<file path="src/rtl/pipe_mag_comp.sv">
`default_nettype none
// ============================================================================
//  Module   : pipe_mag_comp
//  Purpose  : Pipelined WIDTH-bit magnitude comparator. Resolves CHUNK bits
//             per stage, MSB chunk first, one transaction per cycle. Supports
//             a per-transaction signed/unsigned mode and valid/ready flow
//             control on both sides with full backpressure.
//  Revision : 1.0  initial release
// ----------------------------------------------------------------------------
//  Ports
//    clk        in   rising-edge clock
//    rst_n      in   asynchronous active-low reset
//    in_valid   in   transaction present on a/b/e/sgn
//    in_ready   out  block accepts a transaction this cycle
//    a, b       in   WIDTH-bit operands
//    e          in   compare enable, travels with the transaction
//    sgn        in   1 = two's-complement compare, 0 = unsigned
//    out_valid  out  result present on lt/eq/gt (registered)
//    out_ready  in   consumer takes the result this cycle
//    lt/eq/gt   out  registered compare flags
//  WIDTH must be a multiple of CHUNK and give at least two stages.
// ============================================================================
module pipe_mag_comp #(
    parameter int WIDTH = 16,
    parameter int CHUNK = 4
) (
    input  logic             clk,
    input  logic             rst_n,
    input  logic             in_valid,
    output logic             in_ready,
    input  logic [WIDTH-1:0] a,
    input  logic [WIDTH-1:0] b,
    input  logic             e,
    input  logic             sgn,
    output logic             out_valid,
    input  logic             out_ready,
    output logic             lt,
    output logic             eq,
    output logic             gt
);

    localparam int STAGES = WIDTH / CHUNK;

    logic             r_out_valid;
    logic             r_lt;
    logic             r_eq;
    logic             r_gt;
    logic             w_advance;
    logic [WIDTH-1:0] w_sign_mask;

    // One global advance: the whole pipe moves unless a result is parked
    // at the output and the consumer is not taking it.
    assign w_advance = !r_out_valid || out_ready;
    assign in_ready  = w_advance;

    // Flipping the MSB maps two's-complement order onto unsigned order.
    assign w_sign_mask = {sgn, {(WIDTH-1){1'b0}}};

    for (genvar k = 0; k < STAGES; k++) begin : g_stage
        // Stage k sees the operand bits from chunk k downward.
        localparam int IN_W  = WIDTH - k * CHUNK;
        localparam int REM_W = IN_W - CHUNK;

        logic            w_v_in;
        logic            w_e_in;
        logic            w_dec_in;
        logic            w_dir_in;
        logic [IN_W-1:0] w_a_in;
        logic [IN_W-1:0] w_b_in;
        logic [CHUNK-1:0] w_ca;
        logic [CHUNK-1:0] w_cb;

        logic            r_v;
        logic            r_e;
        logic            r_dec;
        logic            r_dir;

        if (k == 0) begin : g_src
            assign w_v_in   = in_valid;
            assign w_e_in   = e;
            assign w_dec_in = 1'b0;
            assign w_dir_in = 1'b0;
            assign w_a_in   = a ^ w_sign_mask;
            assign w_b_in   = b ^ w_sign_mask;
        end else begin : g_src
            assign w_v_in   = g_stage[k-1].r_v;
            assign w_e_in   = g_stage[k-1].r_e;
            assign w_dec_in = g_stage[k-1].r_dec;
            assign w_dir_in = g_stage[k-1].r_dir;
            assign w_a_in   = g_stage[k-1].g_rem.r_a_rem;
            assign w_b_in   = g_stage[k-1].g_rem.r_b_rem;
        end

        assign w_ca = w_a_in[IN_W-1 -: CHUNK];
        assign w_cb = w_b_in[IN_W-1 -: CHUNK];

        // The first differing chunk (from the top) fixes the outcome; later
        // stages only carry it along.
        always_ff @(posedge clk or negedge rst_n) begin
            if (!rst_n) begin
                r_v   <= 1'b0;
                r_e   <= 1'b0;
                r_dec <= 1'b0;
                r_dir <= 1'b0;
            end else if (w_advance) begin
                r_v   <= w_v_in;
                r_e   <= w_e_in;
                r_dec <= w_dec_in || (w_ca != w_cb);
                r_dir <= w_dec_in ? w_dir_in : (w_ca > w_cb);
            end
        end

        // Lower, not-yet-examined bits; the last stage has none left.
        if (k < STAGES - 1) begin : g_rem
            logic [REM_W-1:0] r_a_rem;
            logic [REM_W-1:0] r_b_rem;

            always_ff @(posedge clk or negedge rst_n) begin
                if (!rst_n) begin
                    r_a_rem <= '0;
                    r_b_rem <= '0;
                end else if (w_advance) begin
                    r_a_rem <= w_a_in[REM_W-1:0];
                    r_b_rem <= w_b_in[REM_W-1:0];
                end
            end
        end
    end

    logic w_last_v;
    logic w_last_e;
    logic w_last_dec;
    logic w_last_dir;
    logic w_flag_en;

    assign w_last_v   = g_stage[STAGES-1].r_v;
    assign w_last_e   = g_stage[STAGES-1].r_e;
    assign w_last_dec = g_stage[STAGES-1].r_dec;
    assign w_last_dir = g_stage[STAGES-1].r_dir;
    // Flags only light for a valid, enabled transaction; a disabled one
    // still produces out_valid with all flags low.
    assign w_flag_en  = w_last_v && w_last_e;

    always_ff @(posedge clk or negedge rst_n) begin
        if (!rst_n) begin
            r_out_valid <= 1'b0;
            r_lt        <= 1'b0;
            r_eq        <= 1'b0;
            r_gt        <= 1'b0;
        end else if (w_advance) begin
            r_out_valid <= w_last_v;
            r_lt        <= w_flag_en &&  w_last_dec && !w_last_dir;
            r_eq        <= w_flag_en && !w_last_dec;
            r_gt        <= w_flag_en &&  w_last_dec &&  w_last_dir;
        end
    end

    assign out_valid = r_out_valid;
    assign lt        = r_lt;
    assign eq        = r_eq;
    assign gt        = r_gt;

endmodule
`default_nettype wire

</file>
<file path="config.mk">
export PLATFORM = sky130hd
export DESIGN_NAME = pipe_mag_comp
export DESIGN_NICKNAME = d
export VERILOG_FILES = /design/src/rtl/pipe_mag_comp.sv
export SDC_FILE = /design/constraint.sdc
export NUM_CORES = 1
export LEC_CHECK = 0
export ABC_CLOCK_PERIOD_IN_PS = 2600
export CAP_MARGIN = 40
export CORE_UTILIZATION = 60
export CTS_BUF_LIST = sky130_fd_sc_hd__clkbuf_4
export CTS_CLUSTER_SIZE = 14
export DETAILED_ROUTE_END_ITERATION = 7
export PLACE_DENSITY = 0.86
export SYNTH_ARGS = -nofsm -noshare
export SYNTH_HDL_FRONTEND = slang
export SYNTH_SLANG_ARGS = --single-unit
</file>
<file path="constraint.sdc">
create_clock -name clk -period 2.6 [get_ports clk]
set_clock_uncertainty 0.2 [all_clocks]
set_input_delay 0.52 -clock clk [delete_from_list [all_inputs] [get_ports clk]]
set_output_delay 0.52 -clock clk [all_outputs]
set_load 0.005 [all_outputs]
</file>
# Yosys cells after proc, flatten, opt, wreduce, memory -nomap -nowiden
# Index checks and enable logic that the tools add are counted.
[word_totals]
register_bits = 68
inputBits = 38
wordCells = 51
[classes]
n_lt_le_gt_ge = 4
eq_ne = 4
mux = 3
n_bitwise = 2
n_reduce_logical = 12
[ops]
columns = ["op", "n"]
rows = [
  ["$xor 16x16->16", 2],
  ["$gt 4x4->1", 4],
  ["$ne 4x4->1", 4],
  ["$logic_and 1x1->1", 5],
  ["$logic_or 1x1->1", 4],
  ["$logic_not 1->1", 3],
  ["$mux 1", 3],
]

# Longest topological paths before layout
[logic_depth]
word_depth = 3
mapped_depth = 7
depth_no_buf = 6

# Worst setup path before layout
# OpenSTA, ideal clock, no wires.
[synth_timing]
path_type = "input port to flip-flop"
start = "input sgn"
end = "register g_stage[0].r_dir"
setup_ns = 0.064
arrival_ns = 1.433
t_required_ns = 2.336
path_slack_ns = 0.903
path_stages = 5
path_buffers = 0
cell_sequence = "xor2_1 > ha_1 > and4_1 > a211oi_1 > a21o_1"
[synth_between]
elab_chain_cells = 2
elab_cells_between_ends = 3
classes_between = "order compare (1); bitwise (2)"
[synth_lines]
columns = ["item", "line", "text"]
rows = [
  ["start: declaration", "34", "input logic sgn,"],
  ["$xor 16x16->16, on equally long branches", "83, 84", ""],
  ["$gt 4x4->1 *", "109", "r_dir <= w_dec_in ? w_dir_in : (w_ca > w_cb);"],
  ["end signal: assignment", "109", ""],
  ["end: declaration", "76", "logic r_dir;"],
]
# Every way passes the cells marked *; elsewhere a longest branch is shown, timed or not.
# A chain may end at the register's enable or synchronous reset.

# Worst setup path in the final report
[layout_timing]
start = "input out_ready"
end = "output in_ready"
[layout_between]
elab_chain_cells = 1
[layout_lines]
columns = ["item", "line", "text"]
rows = [
  ["start: declaration", "36", "input logic out_ready,"],
  ["$logic_or 1x1->1", "53", "assign w_advance = !r_out_valid || out_ready;"],
  ["end: declaration", "30", "output logic in_ready,"],
]
# No other way between the ends.

==> run summary <==
The run finished with clean final reports. The final HPWL from detailed placement is 3510 µm. The total cell area at the placement stage is 3470 µm², and the synthesis warning total is 0. STA classifies the critical path endpoint as a primary output. The area of the mapped netlist is 3020 µm², and the count of antenna-violating nets left after detailed routing is 0. In this run the critical register-to-register path is captured at g_stage[2].r_dir$_DFFE_PN0P_.

The post-synthesis to final-layout area growth is 18.4%. The run gives 860 ps as the worst reg-to-reg setup slack. Derived from the worst setup path, the maximum achievable clock frequency is 417 MHz. The number of antenna violations at the first check in global routing came out at 0.

In the routed design, unresolved DRC markers number 0. The count of buffers added on input and output ports is 42. In this run the worst path has a maximum fanout of 2. The tightest hold margin is 275 ps. Of all flip-flops after synthesis, the portion carrying an async set or reset was 100%. The sequential cell area is 1700 µm², and the portion of the post-synthesis area used by sequential elements is 56.3%.

The most critical setup path has its startpoint at out_ready. The startpoint identified for the worst register-to-register timing path is g_stage[1].g_rem.r_a_rem[5]$_DFFE_PN0P_. The logs give 77.1% for the remaining max-slew budget at the tightest pin and 26 for the count of unique library cells instantiated by Yosys.

The power share of the combinational group is 33.6%, and the required time of the critical path is 1880 ps. Dividing the detail-routed via count by the number of cells gives 5.11. The logs give 0 for the number of antenna cells inserted and 1140 µm² for the combined area of the multi-input logic cells. After clock tree synthesis, the clock-pin slew on the worst setup and hold paths is 100 ps.

The share of total power dissipated in the clock network is 16.8%. The synthesized design spends more area on one cell type than any other, namely sky130_fd_sc_hd__dfrtp_1. The routed design has 5250 µm of wire. Across all layers, the routed design uses 2223 vias. The run gives 49.5% as the sequential cell fraction of total power. The vertical extent of the die is 73.0 µm. The buffer count from post-CTS setup fixing is 0, and the wire length of the first global-routing pass is 9460 µm. The root cell of the clock tree was sky130_fd_sc_hd__clkbuf_4. The most used flip-flop cell after synthesis is sky130_fd_sc_hd__dfrtp_1.

For the number of buffers added to fix hold violations after cts, the log shows 1. The tools report the pin count of the biggest net entering global routing as 80. Setup repair after global routing left no endpoint under its margin.

The number of gates resized after CTS was 0. The die boundary width was 73.0 µm; the peak ir drop on the vdd network was 515 µV. By area the synthesized netlist is led by sky130_fd_sc_hd__dfrtp_1 (56%), sky130_fd_sc_hd__nand2_1 (18%), sky130_fd_sc_hd__ha_1 (6.6%). The path class of the tightest hold or removal check is flop to flop. The clock drives 68 sinks. The tools report the post-route cell area as 3580 µm². TritonCTS built the clock tree. Total number of nets in the final design: 418. The number of flops mapped to enable cells by yosys was 0; the total grt overflow was 0. The floorplan has 25 rows. The number of levels the H-tree was split into came out at 3. Summed over all nets, the switching power comes to 1.15 mW. Counting every instance in the synthesized netlist gives 322. At the placement stage, the worst setup path has a slack of 202 ps.

At the end of routability-driven placement, the weighted congestion stood at 0.758. For the worst setup path, the data arrival time is 1680 ps. Dividing the detail-routed wire length by the instance count gives 12.1 µm.

The summed negative setup slack over all endpoints is 0 ps. For the synthesized net count, the log shows 376. Cells with a size suffix above 1 make up 6.52% of the layout. Cells fill 74.8% of the core in the end. The max-cap check violation count came out at 0. The count of filler cells inserted in the layout came out at 343. The top cell type's share of synthesized area is 56.3%.

The critical path in this run is classified as input pin to primary output. The run gives 4790 µm² as the core footprint. The max-slew violation count was 0; the time the final worst path needs with I/O delays and setup was 2400 ps.

Clock latency on the worst-skew pair, taken at its later pin, is 380 ps. The switching power share of the total is 35.2%. The tools report the initial core utilization as 63.2%.

The average instance in the mapped netlist occupies 9.39 µm². The slew at the pin closest to its max-slew limit was 344 ps. I/O pin total: 43.

The logs give 0 for the count of endpoints failing hold in the final timing report and 0 for the count of endpoints failing setup in the final report. The final critical-path share of the clock period was 92.2%. The tools report the die footprint as 5330 µm². The internal portion of the total power is 2.12 mW. For this run, the detailed router's first-pass iteration total came to 5. Startpoint kind of the worst setup timing path: an input pin. Following the worst setup path forward leads to its endpoint at in_ready.

For the minimum setup slack in the final design, the log shows 202 ps. Global routing used 23.3% of the available tracks across all layers. The maximum clock path buffer count is 2.

The via count of the first global-routing pass is 2266. The synthesized design contains 68 register bits. Power spread over the standard cell area amounts to 913 nW/µm². The detailed router finished its first iteration with 119 violations. For the total leakage power, the log shows 1.82 nW. The depth of the worst register-to-register path is 5, and the total clock buffers created by CTS is 9.
## Yosys cell counts, types with 2 or more instances
library cell                count
sky130_fd_sc_hd__buf_6          6
sky130_fd_sc_hd__nor2b_1        4
sky130_fd_sc_hd__and3_1         3
sky130_fd_sc_hd__ha_1          16
sky130_fd_sc_hd__a211o_1        3
sky130_fd_sc_hd__and4_1         4
sky130_fd_sc_hd__o21ai_0       13
sky130_fd_sc_hd__inv_1         15
sky130_fd_sc_hd__buf_2          7
sky130_fd_sc_hd__nand2_1      148
sky130_fd_sc_hd__o211ai_1       4
sky130_fd_sc_hd__nand3_1        2
sky130_fd_sc_hd__buf_4          2
sky130_fd_sc_hd__nor2_1         7
sky130_fd_sc_hd__a2111oi_2      3
sky130_fd_sc_hd__dfrtp_1       68
sky130_fd_sc_hd__a21oi_1        8
## critical path: stages
cell	delay, ps
sky130_fd_sc_hd__clkdlybuf4s50_1	440
sky130_fd_sc_hd__nor2b_4	210
sky130_fd_sc_hd__inv_4	60
sky130_fd_sc_hd__clkdlybuf4s50_1	450
## cells by family (layout without fill, tap and decap cells)
| group | count (synthesis) | after routing | synth area share, % |
|---|---|---|---|
| simple gates | 170 | 170 | 22.8 |
| xor+xnor | 2 | 2 | 0.579 |
| compound gates | 35 | 35 | 7.74 |
| buf+inv | 31 | 77 | 5.96 |
| fa+ha+maj | 16 | 16 | 6.62 |
| flops | 68 | 68 | 56.3 |
## power by group through the flow
stage / Combinational, mW / Sequential [mW] / Clock, mW
2_1_floorplan: 0.826 / 1.58 / 0
3_3_place_gp: 1.02 / 1.62 / 0
3_5_place_dp: 1.10 / 1.64 / 0
4_1_cts: 1.11 / 1.62 / 0.569
5_1_grt: 1.27 / 1.66 / 0.616
6_report: 1.10 / 1.62 / 0.551
## per-layer routing
layer | part of all wire (%) | up-vias | global-route usage, %
li1 | - | 1109 | -
met2 | 52 | 40 | 40.2
met3 | 2.5 | 12 | 6.08
met5 | 0 | - | 0
met4 | 1.6 | 0 | 7.84
met1 | 44 | 1062 | 28.4
## cells in the final DEF, fill, tap and decap left out, types with 3 or more instances in the layout
| master | count |
|---|---|
| sky130_fd_sc_hd__and4_1 | 4 |
| sky130_fd_sc_hd__buf_12 | 3 |
| sky130_fd_sc_hd__nand2_1 | 148 |
| sky130_fd_sc_hd__nor2b_1 | 4 |
| sky130_fd_sc_hd__ha_1 | 16 |
| sky130_fd_sc_hd__o21ai_0 | 13 |
| sky130_fd_sc_hd__nor2_1 | 7 |
| sky130_fd_sc_hd__a21oi_1 | 8 |
| sky130_fd_sc_hd__o211ai_1 | 4 |
| sky130_fd_sc_hd__a2111oi_2 | 3 |
| sky130_fd_sc_hd__a211o_1 | 3 |
| sky130_fd_sc_hd__and3_1 | 3 |
| sky130_fd_sc_hd__clkbuf_4 | 12 |
| sky130_fd_sc_hd__dfrtp_1 | 68 |
| sky130_fd_sc_hd__inv_1 | 15 |
| sky130_fd_sc_hd__clkinv_2 | 3 |
| sky130_fd_sc_hd__clkdlybuf4s50_1 | 41 |
## worst min path at each step
stage                                                        from                                       to  slack [ps]  cells after the start
final                     g_stage[0].g_rem.r_a_rem[6]$_DFFE_PN0P_  g_stage[0].g_rem.r_a_rem[6]$_DFFE_PN0P_         270                      2
after global routing                 g_stage[3].r_dec$_DFFE_PN0P_                           eq$_DFFE_PN0P_         290                      1
after CTS                              g_stage[2].r_v$_DFFE_PN0P_               g_stage[2].r_v$_DFFE_PN0P_         280                      2
after detailed placement  g_stage[0].g_rem.r_a_rem[7]$_DFFE_PN0P_  g_stage[0].g_rem.r_a_rem[7]$_DFFE_PN0P_         260                      2
after global placement                 g_stage[2].r_v$_DFFE_PN0P_               g_stage[2].r_v$_DFFE_PN0P_         250                      2
after floorplan                                             rst_n                           eq$_DFFE_PN0P_          20                      0
## stage by stage
step | power, mW | cells
after floorplan | 2.41 | 322
after global placement | 2.64 | 419
after detailed placement | 2.74 | 419
after CTS | 3.30 | 435
after global routing | 3.55 | 435
final | 3.27 | 435
## cell type report
type / instances / share of cell area (%)
Multi-Input combinational cell: 223 / 31.9
Timing Repair Buffer: 46 / 13.6
Inverter: 16 / 1.75
Clock buffer: 12 / 2.52
Sequential cell: 68 / 47.5
Clock inverter: 3 / 0.419
Tap cell: 67 / 2.34
## state kept, by name (all words and copies together), names as in the netlist
register / cells
g_stage.r_dec: 4
g_stage.r_e: 4
g_stage.r_v: 4
gt: 1
out_valid: 1
g_stage.r_dir: 4
eq: 1
g_stage.g_rem.r_b_rem: 24
lt: 1
g_stage.g_rem.r_a_rem: 24
(Power assumes the default switching activity.)
